`src/rtl/dice_pkg.sv`:
```
// Shared types and helpers for the dice roller: FSM state encoding, LFSR constants
// and the face-advance wrap function.
package dice_pkg;

   typedef enum logic [1:0] {
      IDLE = 2'd0,
      ROLL = 2'd1,
      SLOW = 2'd2
   } roll_state_t;

   localparam int          MAX_FACES = 8;
   localparam logic [15:0] LFSR_SEED = 16'hACE1;
   localparam logic [15:0] LFSR_TAPS = 16'hB400;

   // inc is at most 4, so two conditional subtracts always land back in 0..faces-1
   function automatic logic [2:0] next_face(input logic [2:0] value,
                                            input logic [2:0] inc,
                                            input logic [3:0] faces);
      logic [3:0] sum;
      sum = {1'b0, value} + {1'b0, inc};
      if (sum >= faces) begin
         sum = sum - faces;
      end
      if (sum >= faces) begin
         sum = sum - faces;
      end
      return sum[2:0];
   endfunction

endpackage

```
`src/rtl/button_debouncer.sv`:
```
// Two-flop synchronizer, stable-level debounce counter and single-cycle edge pulses
// for a raw push-button.
module button_debouncer #(
   parameter int DEBOUNCE_CYCLES = 250000
) (
   input  logic clk,
   input  logic rst_n,
   input  logic btn,
   output logic btn_db,
   output logic rise,
   output logic fall
);

   localparam int            CW     = (DEBOUNCE_CYCLES > 2) ? $clog2(DEBOUNCE_CYCLES) : 1;
   localparam logic [CW-1:0] LAST_L = CW'(DEBOUNCE_CYCLES - 1);

   logic          sync1_r;
   logic          btn_s_r;
   logic          btn_db_r;
   logic          db_dly_r;
   logic [CW-1:0] cnt_r;

   // Synchronize, count consecutive disagreeing cycles, toggle the accepted level
   always_ff @(posedge clk or negedge rst_n) begin
      if (!rst_n) begin
         sync1_r  <= 1'b0;
         btn_s_r  <= 1'b0;
         btn_db_r <= 1'b0;
         db_dly_r <= 1'b0;
         cnt_r    <= '0;
      end else begin
         sync1_r  <= btn;
         btn_s_r  <= sync1_r;
         db_dly_r <= btn_db_r;
         if (btn_s_r == btn_db_r) begin
            cnt_r <= '0;
         end else if (cnt_r == LAST_L) begin
            btn_db_r <= ~btn_db_r;
            cnt_r    <= '0;
         end else begin
            cnt_r <= cnt_r + CW'(1'b1);
         end
      end
   end

   assign btn_db = btn_db_r;
   assign rise   = btn_db_r & ~db_dly_r;
   assign fall   = ~btn_db_r & db_dly_r;

endmodule

```
`src/rtl/dice_roller.sv`:
```
// Rolling-dice face generator: spins while the button is held, decelerates after release.
// Optional macro DICE_ROLLER_LFSR_EN adds a pseudo-random 1..4 step per advance.
module dice_roller
   import dice_pkg::*;
#(
   parameter int DEBOUNCE_CYCLES = 250000,
   parameter int ROLL_TICK       = 1000000,
   parameter int SLOWDOWN_STEPS  = 6,
   parameter int FACES           = 6
) (
   input  logic       clk,
   input  logic       rst_n,
   input  logic       btn,
   output logic [2:0] value,
   output logic       rolling,
   output logic       valid
);

   localparam int            TW      = $clog2(ROLL_TICK << SLOWDOWN_STEPS) + 1;
   localparam logic [TW-1:0] TICK_L  = TW'(ROLL_TICK);
   localparam logic [TW-1:0] TICK2_L = TW'(ROLL_TICK * 2);
   localparam logic [3:0]    STEPS_L = 4'(SLOWDOWN_STEPS);
   localparam logic [3:0]    FACES_L = 4'(FACES);

   logic          btn_db_s, rise_s, fall_s;
   roll_state_t   state_r, state_nxt_s;
   logic [TW-1:0] tcnt_r, tcnt_nxt_s, ivl_r, ivl_nxt_s;
   logic [3:0]    step_r, step_nxt_s, step_inc_s;
   logic [2:0]    value_r, value_nxt_s, face_s, inc_s;
   logic          valid_r, valid_nxt_s, rolling_r, adv_s;

   button_debouncer #(.DEBOUNCE_CYCLES(DEBOUNCE_CYCLES)) u_debouncer (
      .clk    (clk),
      .rst_n  (rst_n),
      .btn    (btn),
      .btn_db (btn_db_s),
      .rise   (rise_s),
      .fall   (fall_s)
   );

`ifdef DICE_ROLLER_LFSR_EN
   logic [15:0] lfsr_r;

   // Free-running Fibonacci LFSR so the settled face depends on press timing
   always_ff @(posedge clk or negedge rst_n) begin
      if (!rst_n) begin
         lfsr_r <= LFSR_SEED;
      end else begin
         lfsr_r <= {lfsr_r[14:0], ^(lfsr_r & LFSR_TAPS)};
      end
   end

   assign inc_s = 3'd1 + {1'b0, lfsr_r[1:0]};
`else
   assign inc_s = 3'd1;
`endif

   assign adv_s      = (tcnt_r == (ivl_r - TW'(1'b1)));
   assign step_inc_s = step_r + 4'd1;
   assign face_s     = next_face(value_r, inc_s, FACES_L);

   // Next-state and datapath decisions for the roll/slowdown sequence
   always_comb begin
      state_nxt_s = state_r;
      tcnt_nxt_s  = tcnt_r;
      ivl_nxt_s   = ivl_r;
      step_nxt_s  = step_r;
      value_nxt_s = value_r;
      valid_nxt_s = valid_r;
      case (state_r)
         IDLE: begin
            tcnt_nxt_s = '0;
            if (rise_s && btn_db_s) begin
               state_nxt_s = ROLL;
               ivl_nxt_s   = TICK_L;
               step_nxt_s  = 4'd0;
               valid_nxt_s = 1'b0;
            end else begin
               state_nxt_s = IDLE;
            end
         end
         ROLL: begin
            if (adv_s) begin
               value_nxt_s = face_s;
               tcnt_nxt_s  = '0;
            end else begin
               tcnt_nxt_s = tcnt_r + TW'(1'b1);
            end
            // a coincident advance is kept; only the interval restarts
            if (fall_s) begin
               state_nxt_s = SLOW;
               step_nxt_s  = 4'd0;
               ivl_nxt_s   = TICK2_L;
               tcnt_nxt_s  = '0;
            end else begin
               state_nxt_s = ROLL;
            end
         end
         SLOW: begin
            if (rise_s) begin
               state_nxt_s = ROLL;
               ivl_nxt_s   = TICK_L;
               tcnt_nxt_s  = '0;
               step_nxt_s  = 4'd0;
            end else if (adv_s) begin
               value_nxt_s = face_s;
               tcnt_nxt_s  = '0;
               step_nxt_s  = step_inc_s;
               ivl_nxt_s   = {ivl_r[TW-2:0], 1'b0};
               if (step_inc_s == STEPS_L) begin
                  state_nxt_s = IDLE;
                  valid_nxt_s = 1'b1;
               end else begin
                  state_nxt_s = SLOW;
               end
            end else begin
               tcnt_nxt_s = tcnt_r + TW'(1'b1);
            end
         end
         default: begin
            state_nxt_s = IDLE;
            tcnt_nxt_s  = '0;
         end
      endcase
   end

   // State and registered outputs
   always_ff @(posedge clk or negedge rst_n) begin
      if (!rst_n) begin
         state_r   <= IDLE;
         tcnt_r    <= '0;
         ivl_r     <= '0;
         step_r    <= 4'd0;
         value_r   <= 3'd0;
         valid_r   <= 1'b0;
         rolling_r <= 1'b0;
      end else begin
         state_r   <= state_nxt_s;
         tcnt_r    <= tcnt_nxt_s;
         ivl_r     <= ivl_nxt_s;
         step_r    <= step_nxt_s;
         value_r   <= value_nxt_s;
         valid_r   <= valid_nxt_s;
         rolling_r <= (state_nxt_s != IDLE);
      end
   end

   assign value   = value_r;
   assign rolling = rolling_r;
   assign valid   = valid_r;

endmodule
```
`config.mk`:
```
export PLATFORM = sky130hd
export DESIGN_NAME = dice_roller
export DESIGN_NICKNAME = d
export VERILOG_FILES = /design/src/rtl/dice_pkg.sv /design/src/rtl/button_debouncer.sv /design/src/rtl/dice_roller.sv
export SDC_FILE = /design/constraint.sdc
export NUM_CORES = 1
export LEC_CHECK = 0
export BUFFER_PORTS_ARGS = -buffer_cell sky130_fd_sc_hd__buf_2
export CORE_ASPECT_RATIO = 0.6
export CORE_MARGIN = 1
export CORE_UTILIZATION = 50
export DETAILED_ROUTE_END_ITERATION = 16
export HOLD_SLACK_MARGIN = 0.05
export PLACE_DENSITY = 0.75
export SETUP_SLACK_MARGIN = 0.05
export SYNTH_ARGS = -nofsm -noshare
export SYNTH_HDL_FRONTEND = slang
export SYNTH_SLANG_ARGS = --single-unit
```
`constraint.sdc`:
```
create_clock -name clk -period 6.9 [get_ports clk]
set_input_delay 0.69 -clock clk [delete_from_list [all_inputs] [get_ports clk]]
set_output_delay 0.69 -clock clk [all_outputs]
set_load 0.02 [all_outputs]
```
==> results.json <==
{
  "synth_seq_area_share_pct": 41.5,
  "core-area_um2": 9320,
  "initialDrtViolationCount": 235,
  "ys.flop_type": "dfrtp_1",
  "grt_pass1_vias": 3651,
  "clock_path_buffers": 2,
  "port_buffers": 7,
  "finalCritPeriodShare_pct": 59.0,
  "p_switching_mw": 0.210,
  "crit_family": "simple AND/OR/NAND/NOR gates",
  "die_w_um": 130,
  "wl_per_cell_um": 15.5,
  "grt_max_degree": 82,
  "synthDistinctLibCells": 61,
  "seqPwrFrac_pct": 48.8,
  "synth-warning-count": 0,
  "hold_class": "flop to flop",
  "clock_skew_ns": 0.00441,
  "die_y_um": 78.6,
  "intPower_mw": 0.770,
  "pwr-share-clk_pct": 49.8,
  "hold_violations": 0,
  "cts_hold_buffers": 0,
  "routed_wl_um": 10200,
  "crit_buf_inv": 0,
  "syn_nets": 536,
  "drive_above_1_share_pct": 9.30,
  "cts_resized": 0,
  "clkSlewWorstSetupHoldPaths_ns": 0.06,
  "vias_per_cell": 5.65,
  "cts_buffers": 9,
  "final_nets": 537,
  "die_area_um2": 10200,
  "syn_area_um2": 4880,
  "path_cells": "nor4_2, nand4_1, or4_1, a211o_1, nand2_1, nand4b_2, a21oi_4, mux2_2",
  "p_comb_share_pct": 1.4,
  "fin_area_um2": 5290,
  "powerDensity_nw_per_um2": 185,
  "syn2layout_area_growth_pct": 8.38,
  "drc": 0,
  "fill_cells": 823,
  "outcome": "completed",
  "overflow": 0,
  "p_leak_nw": 2.30,
  "antenna_found_initial": 0,
  "grt_usage_pct": 22.5,
  "setup.worst_path.start_class": "flop",
  "io_pins": 8,
  "cp_slowest_cell": "a21oi_4",
  "relSlewSlack_pct": 25.4,
  "final_antenna_net_count": 0,
  "grt_pass1_wl_um": 17800,
  "htreeDepth": 3,
  "period_minus_slack_ns": 4.07,
  "rows": 27,
  "drv_cap": 0,
  "place_area_um2": 4990,
  "diodes": 0,
  "cts_tree": "done",
  "arrival_ns": 4.30,
  "crit_type": "flop to flop",
  "gp_congestion": 0.851,
  "synth-seq-cells": 81,
  "critPathMaxFanout": 23,
  "synthArstFlopShare_pct": 100,
  "clkSinkCount": 81,
  "syn-instance-count": 521,
  "rsz0062_at_grt": "false",
  "insertion_delay_ns": 0.34,
  "start_util_pct": 52.4,
  "root_buffer": "clkbuf_16",
  "synth_area_per_cell_um2": 9.37,
  "tns_ns": 0,
  "cpPeakStageDelay_ns": 0.78,
  "postCtsSetupBuffers": 0,
  "setup_viol": 0,
  "drv_slew": 0,
  "max_freq_mhz": 246,
  "via_count": 3710,
  "hpwl_um": 7280,
  "cp.required_ns": 7.13,
  "worstMarginPinSlew_ns": 1.12,
  "drtPass1Iterations": 4,
  "ir_drop_mv": 0.133,
  "cp-end-kind": "flop",
  "synth_enable_flop_cells": 0,
  "switching_share_pct": 21.4
}
-- path summary, 6_finish.rpt --
path	start	to	slack, ns	cells after the start
worst min register to register	u_debouncer.sync1_r	u_debouncer.btn_s_r	0.35	0
min in group asynchronous	rst_n	value[0]	0.50	1
worst max register to register	ivl_r[8]	ivl_r[18]	2.83	8
worst max-delay path	ivl_r[8]	ivl_r[18]	2.83	8
max in group asynchronous	rst_n	ivl_r[10]	5.72	1
worst min-delay path	u_debouncer.sync1_r	u_debouncer.btn_s_r	0.35	0
-- worst reg2reg max path, stage by stage (launching register included) --
cell,delay (ns)
dfrtp_1,0.45
nor4_2,0.66
nand4_1,0.41
or4_1,0.58
a211o_1,0.35
nand2_1,0.11
nand4b_2,0.19
a21oi_4,0.78
mux2_2,0.42
-- layer usage --
metal  vias up  wire [um]  GRT usage, %
met5         -          0             0
met4         0        116          6.51
met3        11        496          6.34
met2        68       4220          32.6
met1      1830       5330          32.4
li1       1801          -             -
-- cells in the final DEF, fill, tap and decap left out, drive strengths merged, types with 3 or more instances in the layout --
| cell | count |
|---|---|
| o211ai | 4 |
| nor2b | 7 |
| ha | 12 |
| mux2i | 13 |
| xor2 | 34 |
| and2 | 3 |
| xnor2 | 31 |
| o2bb2ai | 3 |
| nor3 | 11 |
| o21ai | 17 |
| clkbuf | 10 |
| clkinv | 3 |
| nand2 | 49 |
| nand4 | 7 |
| dfrtp | 81 |
| or4 | 7 |
| inv | 29 |
| a31oi | 3 |
| and3 | 17 |
| nand3 | 24 |
| mux2 | 11 |
| nor2 | 72 |
| nand3b | 3 |
| nor4 | 11 |
| or3 | 5 |
| a211oi | 5 |
| buf | 7 |
| a21o | 5 |
| a21oi | 9 |
-- power by group through the flow --
stage          clock network [mW]  registers, mW  logic (mW)
2_1_floorplan                   0          0.487     0.00396
6_report                    0.488          0.478      0.0139
3_5_place_dp                    0          0.487      0.0148
5_1_grt                     0.521          0.478      0.0171
3_3_place_gp                    0          0.487      0.0145
4_1_cts                     0.498          0.478      0.0148
-- per-stage QoR --
step | worst slack, ns | hold slack, ns | util (%) | instances | total power, mW
floorplan | 3.65 | 0.331 | - | 521 | 0.491
global placement | 3.03 | 0.333 | 53.5 | 641 | 0.501
detailed placement | 2.90 | 0.351 | 53.5 | 641 | 0.502
CTS | 2.88 | 0.356 | 56.8 | 657 | 0.991
global route | 2.66 | 0.368 | 56.8 | 657 | 1.02
finish | 2.83 | 0.353 | 56.8 | 657 | 0.980
-- logic make-up (layout without fill, tap and decap cells) --
family / Yosys count / in the layout / share of synthesized area (%)
adders and majority gates: 12 / 12 / 3.07
DFF: 81 / 81 / 41.5
muxes: 24 / 24 / 5.51
AOI/OAI and AO/OA: 64 / 64 / 9.63
xor gates and xnor gates: 65 / 65 / 11.7
buffers and inverters: 46 / 52 / 4.23
and+or+nand+nor: 229 / 229 / 24.4
-- cells in the mapped netlist, types with 5 or more instances --
library cell  count  share of area (%)
o21ai_0          16                1.6
mux2i_1          13                2.7
mux2_2            7                1.6
clkbuf_1         12               0.92
nor4_1            8                1.0
ha_1             12                3.1
inv_1            29                2.2
nor3_1           11                1.1
and3_1           17                2.2
nor2_1           72                5.5
a21oi_1           8               0.82
a21o_1            5               0.77
xor2_1           34                6.1
dfrtp_1          81                 42
a211oi_1          5               0.77
nand2_1          49                3.8
nand4_1           6               0.77
xnor2_1          31                5.6
nor2b_1           7               0.90
nand3_1          24                2.5
or4_1             6               0.92
-- registers in the layout (all words and copies together), names as in the netlist --
register	flops
u_debouncer.sync1_r	1
value	3
u_debouncer.cnt_r	18
u_debouncer.db_dly_r	1
ivl_r	21
step_r	4
u_debouncer.btn_s_r	1
tcnt_r	27
u_debouncer.btn_db	1
rolling	1
valid	1
state_r	2
-- final cells by class --
class                   instances  area (um^2)  share of cell area, %
clock buffers                  10          239                   4.52
clock inverters                 6         67.6                   1.28
inverters                      29          109                   2.06
multi-input cells             394         2650                   50.1
flip-flops and latches         81         2030                   38.3
well taps                     130          163                   3.07
repair buffers                  7         37.5                  0.709
Note: power is estimated with default switching activity, not from simulation.
